[config.mk]
export PLATFORM = sky130hd
export DESIGN_NAME = irq_stim_gen
export DESIGN_NICKNAME = d
export VERILOG_FILES = /design/src/rtl/irq_gen_pkg.sv /design/src/rtl/irq_line_fsm.sv /design/src/rtl/irq_stim_gen.sv
export SDC_FILE = /design/constraint.sdc
export NUM_CORES = 2
export LEC_CHECK = 0
export ABC_AREA = 1
export BUFFER_PORTS_ARGS = -buffer_cell sky130_fd_sc_hd__buf_2
export CORE_ASPECT_RATIO = 1.25
export CORE_MARGIN = 4
export CORE_UTILIZATION = 59
export DETAILED_ROUTE_END_ITERATION = 12
export PLACE_DENSITY = 0.81
export SLEW_MARGIN = 30
export SYNTH_ARGS = -nofsm -noshare
export SYNTH_HDL_FRONTEND = slang
export SYNTH_HIERARCHICAL = 1
export SYNTH_SLANG_ARGS = --single-unit
export TNS_END_PERCENT = 10
[constraint.sdc]
create_clock -name clk_i -period 3.9 [get_ports clk_i]
set_clock_uncertainty 0.1 [all_clocks]
set_input_delay 0.78 -clock clk_i [delete_from_list [all_inputs] [get_ports clk_i]]
set_output_delay 0.78 -clock clk_i [all_outputs]
set_load 0.05 [all_outputs]
[src/rtl/irq_gen_pkg.sv]
`default_nettype none
// ============================================================================
// Module      : irq_gen_pkg
// Description : Shared types, line index constants and the line-to-cause-id
//               mapping for the interrupt stimulus generator.
// Revision    : 1.0 - initial release
// ============================================================================
package irq_gen_pkg;

  // Command opcode carried on cmd_mode_i
  typedef enum logic [1:0] {
    LEVEL = 2'd0,
    PULSE = 2'd1,
    CLEAR = 2'd2
  } irq_mode_e;

  // Per-line sequencing state
  typedef enum logic [1:0] {
    IDLE   = 2'd0,
    WAIT   = 2'd1,
    ASSERT = 2'd2
  } line_state_e;

  // Line indices as seen on cmd_line_i
  localparam int unsigned LineSw    = 0;
  localparam int unsigned LineTimer = 1;
  localparam int unsigned LineExt   = 2;
  localparam int unsigned LineNm    = 3;
  localparam int unsigned LineFast0 = 4;

  // Cause id that the core reports on irq_ack_id_i for a given line
  function automatic logic [4:0] line_to_id(input int unsigned line);
    logic [4:0] id;
    case (line)
      LineSw:    id = 5'd3;
      LineTimer: id = 5'd7;
      LineExt:   id = 5'd11;
      LineNm:    id = 5'd31;
      default:   id = 5'(16 + line - LineFast0);
    endcase
    return id;
  endfunction

endpackage
`default_nettype wire

[src/rtl/irq_line_fsm.sv]
`default_nettype none
// ============================================================================
// Module      : irq_line_fsm
// Description : One interrupt line: delay countdown, pulse-width or level hold,
//               ack-based release for level mode, and a registered output.
// Revision    : 1.0 - initial release
// ============================================================================
module irq_line_fsm
  import irq_gen_pkg::*;
#(
  parameter int         DelayW  = 16,
  parameter int         WidthW  = 8,
  parameter logic [4:0] CauseId = 5'd0
) (
  input  logic              clk_i,
  input  logic              rst_ni,
  input  logic              start_i,     // accepted LEVEL/PULSE for this line
  input  logic              level_i,     // 1: LEVEL, 0: PULSE (valid with start_i)
  input  logic              clear_i,     // accepted CLEAR for this line
  input  logic [DelayW-1:0] delay_i,
  input  logic [WidthW-1:0] width_i,
  input  logic              ack_i,
  input  logic [4:0]        ack_id_i,
  output logic              idle_o,      // current state is IDLE
  output logic              active_d_o,  // next state is not IDLE
  output logic              irq_o
);

  line_state_e       state_q, state_d;
  logic [DelayW-1:0] delay_q, delay_d;
  logic [WidthW-1:0] width_q, width_d;
  logic              level_q, level_d;
  logic              irq_q,   irq_d;

  // Next-state logic: countdowns saturate at zero, CLEAR overrides everything
  always_comb begin
    state_d = state_q;
    delay_d = delay_q;
    width_d = width_q;
    level_d = level_q;
    case (state_q)
      IDLE: begin
        if (start_i) begin
          state_d = WAIT;
          delay_d = delay_i;
          // A zero width still produces a single-cycle pulse
          width_d = (width_i == '0) ? WidthW'(1) : width_i;
          level_d = level_i;
        end
      end
      WAIT: begin
        if (delay_q == '0) begin
          state_d = ASSERT;
        end else begin
          delay_d = delay_q - DelayW'(1);
        end
      end
      ASSERT: begin
        if (level_q) begin
          if (ack_i && (ack_id_i == CauseId)) begin
            state_d = IDLE;
          end
        end else if (width_q <= WidthW'(1)) begin
          state_d = IDLE;
        end else begin
          width_d = width_q - WidthW'(1);
        end
      end
      default: state_d = IDLE;
    endcase
    if (clear_i) begin
      state_d = IDLE;
      delay_d = '0;
      width_d = '0;
    end
    irq_d = (state_d == ASSERT);
  end

  // State, counters and the output flop
  always_ff @(posedge clk_i or negedge rst_ni) begin
    if (!rst_ni) begin
      state_q <= IDLE;
      delay_q <= '0;
      width_q <= '0;
      level_q <= 1'b0;
      irq_q   <= 1'b0;
    end else begin
      state_q <= state_d;
      delay_q <= delay_d;
      width_q <= width_d;
      level_q <= level_d;
      irq_q   <= irq_d;
    end
  end

  assign idle_o     = (state_q == IDLE);
  assign active_d_o = (state_d != IDLE);
  assign irq_o      = irq_q;

endmodule
`default_nettype wire

[src/rtl/irq_stim_gen.sv]
`default_nettype none
// ============================================================================
// Module      : irq_stim_gen
// Description : Cycle-accurate interrupt stimulus generator. Decodes commands
//               onto per-line sequencers and packs their registered outputs
//               onto the core interrupt inputs.
// Revision    : 1.0 - initial release
// ============================================================================
module irq_stim_gen
  import irq_gen_pkg::*;
#(
  parameter  int NumFastIrqs = 15,
  parameter  int DelayW      = 16,
  parameter  int WidthW      = 8,
  localparam int NumLines    = NumFastIrqs + 4,
  localparam int LineW       = $clog2(NumLines)
) (
  input  logic                   clk_i,
  input  logic                   rst_ni,
  input  logic                   cmd_valid_i,
  output logic                   cmd_ready_o,
  input  logic [LineW-1:0]       cmd_line_i,
  input  logic [1:0]             cmd_mode_i,   // irq_mode_e encoding
  input  logic [DelayW-1:0]      cmd_delay_i,
  input  logic [WidthW-1:0]      cmd_width_i,
  input  logic                   irq_ack_i,
  input  logic [4:0]             irq_ack_id_i,
  output logic                   irq_software_o,
  output logic                   irq_timer_o,
  output logic                   irq_external_o,
  output logic [NumFastIrqs-1:0] irq_fast_o,
  output logic                   irq_nm_o,
  output logic                   busy_o
);

  logic [NumLines-1:0] line_idle;
  logic [NumLines-1:0] line_active_d;
  logic [NumLines-1:0] line_irq;
  logic [NumLines-1:0] line_start;
  logic [NumLines-1:0] line_clear;
  logic                busy_q, busy_d;

  // Command decode: ready only for an in-range line that is IDLE or on CLEAR
  always_comb begin
    cmd_ready_o = 1'b0;
    line_start  = '0;
    line_clear  = '0;
    for (int i = 0; i < NumLines; i++) begin
      if (cmd_line_i == LineW'(i)) begin
        cmd_ready_o = line_idle[i] | (cmd_mode_i == CLEAR);
      end
    end
    for (int i = 0; i < NumLines; i++) begin
      if (cmd_valid_i && cmd_ready_o && (cmd_line_i == LineW'(i))) begin
        line_start[i] = (cmd_mode_i == LEVEL) || (cmd_mode_i == PULSE);
        line_clear[i] = (cmd_mode_i == CLEAR);
      end
    end
    busy_d = |line_active_d;
  end

  for (genvar g = 0; g < NumLines; g++) begin : g_line
    irq_line_fsm #(
      .DelayW  (DelayW),
      .WidthW  (WidthW),
      .CauseId (line_to_id(g))
    ) u_line (
      .clk_i      (clk_i),
      .rst_ni     (rst_ni),
      .start_i    (line_start[g]),
      .level_i    (cmd_mode_i == LEVEL),
      .clear_i    (line_clear[g]),
      .delay_i    (cmd_delay_i),
      .width_i    (cmd_width_i),
      .ack_i      (irq_ack_i),
      .ack_id_i   (irq_ack_id_i),
      .idle_o     (line_idle[g]),
      .active_d_o (line_active_d[g]),
      .irq_o      (line_irq[g])
    );
  end

  // Registered busy flag tracks the lines' next states so it aligns with them
  always_ff @(posedge clk_i or negedge rst_ni) begin
    if (!rst_ni) begin
      busy_q <= 1'b0;
    end else begin
      busy_q <= busy_d;
    end
  end

  assign busy_o         = busy_q;
  assign irq_software_o = line_irq[LineSw];
  assign irq_timer_o    = line_irq[LineTimer];
  assign irq_external_o = line_irq[LineExt];
  assign irq_nm_o       = line_irq[LineNm];
  assign irq_fast_o     = line_irq[NumLines-1:LineFast0];

endmodule
`default_nettype wire

==> After elaboration in Yosys (flattened, before gate mapping) <==
Index checks and enable logic that the tools add are counted.
W data, S select, Z words.
{ "classes": {"n_addsub": 38, "n_bitwise": 19, "mux": 362, "magnitude_cmp": 19, "n_eq_ne": 172, "n_reduce_logical": 196} }
{ "op_table": {"columns": ["cell", "n"], "rows": [
  ["$mux W16", 57],
  ["$mux W8", 77],
  ["$pmux W16 S2", 19],
  ["$logic_not A16 Y1", 19],
  ["$pmux W8 S2", 19],
  ["$sub A16 B1 Y16 const B", 19],
  ["$mux W2", 114],
  ["$ne A3 B2 Y1 const B", 57],
  ["$le A8 B1 Y1 const B", 19],
  ["$sub A8 B1 Y8 const B", 19],
  ["$pmux W2 S3", 19],
  ["$reduce_bool A3 Y1", 38],
  ["$eq A5 B5 Y1 const B", 19],
  ["$eq A2 B2 Y1 const B", 39],
  ["$reduce_and A4 Y1", 19],
  ["$mux W1", 57],
  ["$ne A3 B1 Y1 const B", 19],
  ["$reduce_and A3 Y1", 19],
  ["$eq A5 B4 Y1 const B", 9],
  ["$eq A2 B1 Y1 const B", 20],
  ["$logic_not A2 Y1", 20],
  ["$logic_and A1 B1 Y1", 39],
  ["$reduce_and A2 Y1", 19],
  ["$reduce_bool A2 Y1", 19],
  ["other kinds (8)", 32]
]} }
{ "word_totals": {"word_cells": 902, "ff_bits": 533, "in_bits": 40} }

==> Depth between registers and ports, before layout <==
{ "depth": {"ltp_word": 29, "ltp_mapped": 43, "mapped_depth_nobuf": 40} }

==> Hierarchy <==
The synthesis kept the hierarchy.
{ "modules_own_cells": {"columns": ["module", "cells_per_inst", "n_inst", "seq_area_each_um2", "area_each_um2"], "rows": [
  ["irq_line_fsm (g_line[11].u_line ...)", 308, 4, 700.7, 2052.0],
  ["irq_line_fsm (g_line[10].u_line ...)", 310, 3, 700.7, 2053.2],
  ["irq_line_fsm (g_line[5].u_line ...)", 310, 3, 700.7, 2019.4],
  ["irq_line_fsm (g_line[1].u_line ...)", 311, 2, 700.7, 2019.4],
  ["irq_line_fsm (g_line[3].u_line)", 302, 1, 700.7, 2093.3],
  ["irq_line_fsm (g_line[12].u_line)", 310, 1, 700.7, 2067.0],
  ["irq_line_fsm (g_line[0].u_line)", 313, 1, 700.7, 2059.5],
  ["irq_line_fsm (g_line[9].u_line)", 312, 1, 700.7, 2054.5],
  ["irq_line_fsm (g_line[16].u_line)", 309, 1, 700.7, 2049.5],
  ["irq_line_fsm (g_line[8].u_line)", 309, 1, 700.7, 2040.7],
  ["irq_line_fsm (g_line[4].u_line)", 311, 1, 700.7, 2013.2],
  ["irq_stim_gen", 224, 1, 25.0, 1068.5]
]} }

==> Worst setup path after synthesis <==
Ideal clock, no wire load.
{ "synth_path": {"kind": "input to register", "startpoint": "in cmd_line_i[2]", "endpoint": "reg busy_q, in the netlist busy_o", "t_required_ns": 3.660, "path_buffers": 4, "setup_time_ns": 0.140, "arrival_time_ns": 4.053, "slack_ns": -0.393, "stages": 43, "cell_sequence": "nor2_4 -> inv_2 -> nor2_4 -> o21ai_1 -> nand2_1 -> nand2_1 -> nand2_1 -> nand2_1 -> nand2_1 -> nand2_1 -> nand2_1 -> nand2_1 -> nand2_1 -> nand2_1 -> nand2_1 -> nand2_1 -> nand2_1 -> nand2_1 -> [... 7 more ...] -> nand2_1 -> nand2_1 -> nand2_1 -> nand2_1 -> nand2_1 -> nand2_2 -> buf_6 -> buf_6 -> nand4_1 -> inv_1 -> buf_2 -> inv_1 -> buf_2 -> nand3_2 -> nand2_1 -> or4_1 -> nor4_1 -> nand4_1"} }
{ "synth_rtl": {"columns": ["item", "line", "text"], "rows": [
  ["from (decl)", "irq_stim_gen.sv:22", "input logic [LineW-1:0] cmd_line_i,"],
  ["$logic_not A5 Y1", "irq_stim_gen.sv:49", "if (cmd_line_i == LineW'(i)) begin"],
  ["$mux W1 (19 in series)", "irq_stim_gen.sv:49", null],
  ["$logic_and A1 B1 Y1", "irq_stim_gen.sv:54", "if (cmd_valid_i && cmd_ready_o && (cmd_line_i == LineW'(i))) begin"],
  ["$logic_and A1 B1 Y1 *", "irq_stim_gen.sv:54", null],
  ["$mux W1 *", "irq_stim_gen.sv:54", null],
  ["via line_clear[9]", "irq_stim_gen.sv:40", "logic [NumLines-1:0] line_clear;"],
  ["$mux W2 *", "irq_line_fsm.sv:71", "if (clear_i) begin"],
  ["$reduce_bool A2 Y1 *", "irq_line_fsm.sv:97", "assign active_d_o = (state_d != IDLE);"],
  ["via line_active_d[9]", "irq_stim_gen.sv:37", "logic [NumLines-1:0] line_active_d;"],
  ["$reduce_or A19 Y1 *", "irq_stim_gen.sv:59", "busy_d = |line_active_d;"],
  ["via busy_d", "irq_stim_gen.sv:41", "logic busy_q, busy_d;"],
  ["to (signal assigned)", "irq_stim_gen.sv:88", "busy_q <= busy_d;"],
  ["to (decl)", "irq_stim_gen.sv:41", null]
]} }
The timed path passes the listed nets; every way through them passes the cells marked *.
A chain may end at the register's enable or synchronous reset.

==> Final worst setup path <==
{ "layout_path": {"startpoint": "reg g_line[1].u_line.state_q[0]", "endpoint": "out cmd_ready_o"} }
{ "layout_between": {"elab_chain_len": 20} }
{ "layout_rtl": {"columns": ["item", "line", "text"], "rows": [
  ["from (decl)", "irq_line_fsm.sv:29", "line_state_e state_q, state_d;"],
  ["from (signal assigned)", "irq_line_fsm.sv:88", "state_q <= state_d;"],
  ["$logic_not A2 Y1", "irq_line_fsm.sv:96", "assign idle_o = (state_q == IDLE);"],
  ["via line_idle[1]", "irq_stim_gen.sv:36", "logic [NumLines-1:0] line_idle;"],
  ["$or A1 B1 Y1", "irq_stim_gen.sv:50", "cmd_ready_o = line_idle[i] | (cmd_mode_i == CLEAR);"],
  ["$mux W1 (18 in series)", "irq_stim_gen.sv:49", null],
  ["to (decl)", "irq_stim_gen.sv:21", "output logic cmd_ready_o,"]
]} }
The timed path passes the listed nets, and every way through them passes these cells.

==> impl_metrics.toml <==
[clock_network]
cts_tree = "built"
clkLatencyLatePin_ps = 640
numCtsBuffers = 58
cts-htree-levels = 2
cts-root-buf = "clkbuf_16"
clock_path_buffers = 3
clkTransAtPathRegs_ps = 60
cts_sinks = 533

[synth]
syn_area_mm2 = 0.0399
ys_async_sr_fraction_pct = 100
synth_nets = 6201
synth.avg_cell_area_um2 = 6.54
synth-seq-area-share_pct = 33.4
synth.ff_latch_count = 533
synth-edff-count = 0
syn_inst = 6104
synth_ff_type = "dfrtp_1"
yosysUniqueCellTypes = 50
yosysWarningCount = 6

[hold_path]
hp-start = "g_line[13].u_line/delay_q[1]"
hold-path-endpoint = "g_line[13].u_line/delay_q[1]"
hold_path_class = "flip-flop to flip-flop"
whs_path_depth = 2

[timing]
timing.final.hold_violations = 0
rsz0062_at_grt = "true"
fin_ws_ps = -140
finalSetupViolCount = 2
fmax_ghz = 0.248
finalCritPeriodShare_pct = 104
tns_ps = -207
relSlewSlack_pct = 25.0
slew_viol_final = 0
hold_ws_ps = 415
finalWorstPathRequiredPeriod_ps = 4040
worstMarginPinSlew_ps = 1130

[cells_and_area]
drive_above_1_share_pct = 15.3
final_common_cell = "nand2_1"
synthToLayoutAreaGrowth_pct = 13.9
finalNonFillerCells = 7309
nets = 6488
fillers = 5632
layout_common_cells = "1611 x nand2_1, 880 x nor2_1, 583 x nand3_1"

[run]
maxCapViolCount = 0

[setup_path]
r2r_end = "busy_o"
cpMaxStageDelayCell = "dfrtp_1"
r2r_setup_slack_ps = -70
cp_data_arrival_time_ps = 3160
critPathKind = "flip-flop to output port"
path_max_fanout = 2
start_kind = "flip-flop"
cp-end-kind = "output port"
cpMostUsedCell = "nand2_1"
rr_startpoint = "g_line[1].u_line/state_q[0]"
required_ps = 3020
cp-startpoint = "g_line[1].u_line/state_q[0]"
rr_worst_depth = 40
max_stage_delay_ps = 420

[route]
wl_per_cell_um = 17.7
vias = 42945
dr.first_iter.drc_count = 4632
viasPerCell = 5.88
drt-pass1-iter-count = 7
drtAntennaViolNets = 0
drc = 0
wl_um = 129000

[power]
pwr_density_cell_mw_per_mm2 = 532
intPower_mw = 13.8
ir_drop_mv = 0.439
p_seq_share_pct = 31.9
power_mw = 24.2
comb_power_share_pct = 43.1
leakagePower_nw = 23.0
swShare_pct = 42.8
switching_power_mw = 10.3
clockPowerShare_pct = 25.0

[grt]
track_usage_pct = 34.9
overflow = 0
grt_pass1_wl_um = 205000
grt_pass1_vias = 39534
grt_antenna_before_repair = 3
grt_max_degree = 96

[die]
die_y_um = 299
initial_core_util_pct = 59.6
io_pins = 61
die_area_mm2 = 0.0719
dieWidth_um = 241
core_area_mm2 = 0.0670
rows = 106

[placement]
dp_hpwl_um = 84000
routabilityCongestion = 0.973
port_buffers = 60
dpl.cell_count = 7181

[outcome]
violations = "negative setup slack"
status = "finished, violations left"
synth_stat cells (2+ instances only):
cell	n	area (µm²)
o21bai_1	19	143
o21ai_0	398	1990
dfrtp_1	533	13300
nand2_1	1613	6050
clkbuf_1	12	45.0
or2_1	15	93.8
nor2_1	897	3370
a21oi_1	265	1330
nor2_8	2	40.0
ha_1	57	713
or2_2	90	563
xor2_1	19	166
nor4_1	4	25.0
inv_2	86	323
nor3_1	58	290
nor2_2	104	651
or2_0	14	87.6
inv_1	545	2050
nand3_1	586	2930
and2_1	37	231
buf_6	40	450
nand3_4	25	438
nand2_2	42	263
nor3b_1	4	30.0
nand2_4	2	22.5
a21oi_2	3	26.3
nand3_2	63	631
buf_2	71	355
nand4_1	179	1120
o2111ai_1	3	26.3
a211oi_1	7	52.6
nor2_4	34	383
xnor2_1	18	158
nand3b_1	24	180
buf_4	14	105
o211ai_1	10	75.1
o22ai_1	43	269
nand4_2	2	25.0
o21ai_1	155	776
cell families (layout without fill, tap and decap cells):
kind of cell / count (synthesis) / after routing / synth area share [%]
buf+inv: 772 / 1101 / 8.40
compound gates: 906 / 906 / 11.8
flops: 533 / 533 / 33.4
fa+ha+maj: 57 / 57 / 1.79
other cells: 0 / 9 / 0
simple gates: 3799 / 3802 / 43.8
xor+xnor: 37 / 37 / 0.812
repair_timing:
| item | 4_1_cts | 5_1_grt |
|---|---|---|
| endpoints found under the setup margin | 61 | 488 |
| resized for setup | 14 | 111 |
| cloned | 0 | 3 |
| setup buffers | 4 | 5 |
| hold buffers | 1 | 0 |
| pin swaps | 7 | 24 |
| endpoints found under the hold margin | 10 | 0 |
sequential cells by signal, indices dropped and copies added, names as in the netlist:
name and count:
busy_o 1, g_line.u_line/delay_q 304, g_line.u_line/irq_o 19, g_line.u_line/level_q 19, g_line.u_line/state_q 38, g_line.u_line/width_q 152
per-stage QoR:
step	instance area, µm²	utilization [%]	setup slack (ps)
6_report	45500	67.9	-140
3_5_place_dp	42900	64.0	-727
3_3_place_gp	42800	64.0	-540
5_1_grt	45400	67.8	-436
4_1_cts	45000	67.2	-162
2_1_floorplan	39900	-	-355
layer usage:
metal / up-vias / track usage [%] / share of wire [%]
met5: - / 0 / 0
met4: 0 / 17.2 / 5.8
met3: 483 / 6.41 / 9.9
met2: 1945 / 55.8 / 45
met1: 19989 / 45.5 / 39
li1: 20528 / - / -
final cells by class:
class	instances	area (µm²)	share of cell area [%]
clock inverters	27	378	0.831
inverters	632	2390	5.25
diodes	9	22.5	0.0495
repair buffers	364	2970	6.53
well taps	864	1080	2.38
multi-input cells	4802	23600	52.0
clock buffers	78	1660	3.65
flip-flops and latches	533	13300	29.3
worst max path at each step:
| stage | endpoint | depth (start not counted) |
|---|---|---|
| after floorplan | busy_o | 43 |
| after global placement | busy_o | 42 |
| after detailed placement | busy_o | 42 |
| after CTS | cmd_ready_o | 33 |
| after global routing | cmd_ready_o | 33 |
| final | cmd_ready_o | 33 |
critical path: cells and delay by family, from the launching register on:
kind / cells / cell delay, ps
flip-flops: 1 / 420
AO/OA/AOI/OAI: 1 / 140
buffers and inverters: 3 / 360
AND/OR/NAND/NOR: 29 / 1600
power by group through the flow:
stage	Clock, mW	Sequential, mW	Combinational (mW)
global route	6.32	7.85	11.6
finish	6.05	7.71	10.4
detailed placement	0	7.72	10.0
CTS	6.11	7.65	10.2
global placement	0	7.71	9.81
floorplan	0	7.81	7.08
(Power assumes the default switching activity.)
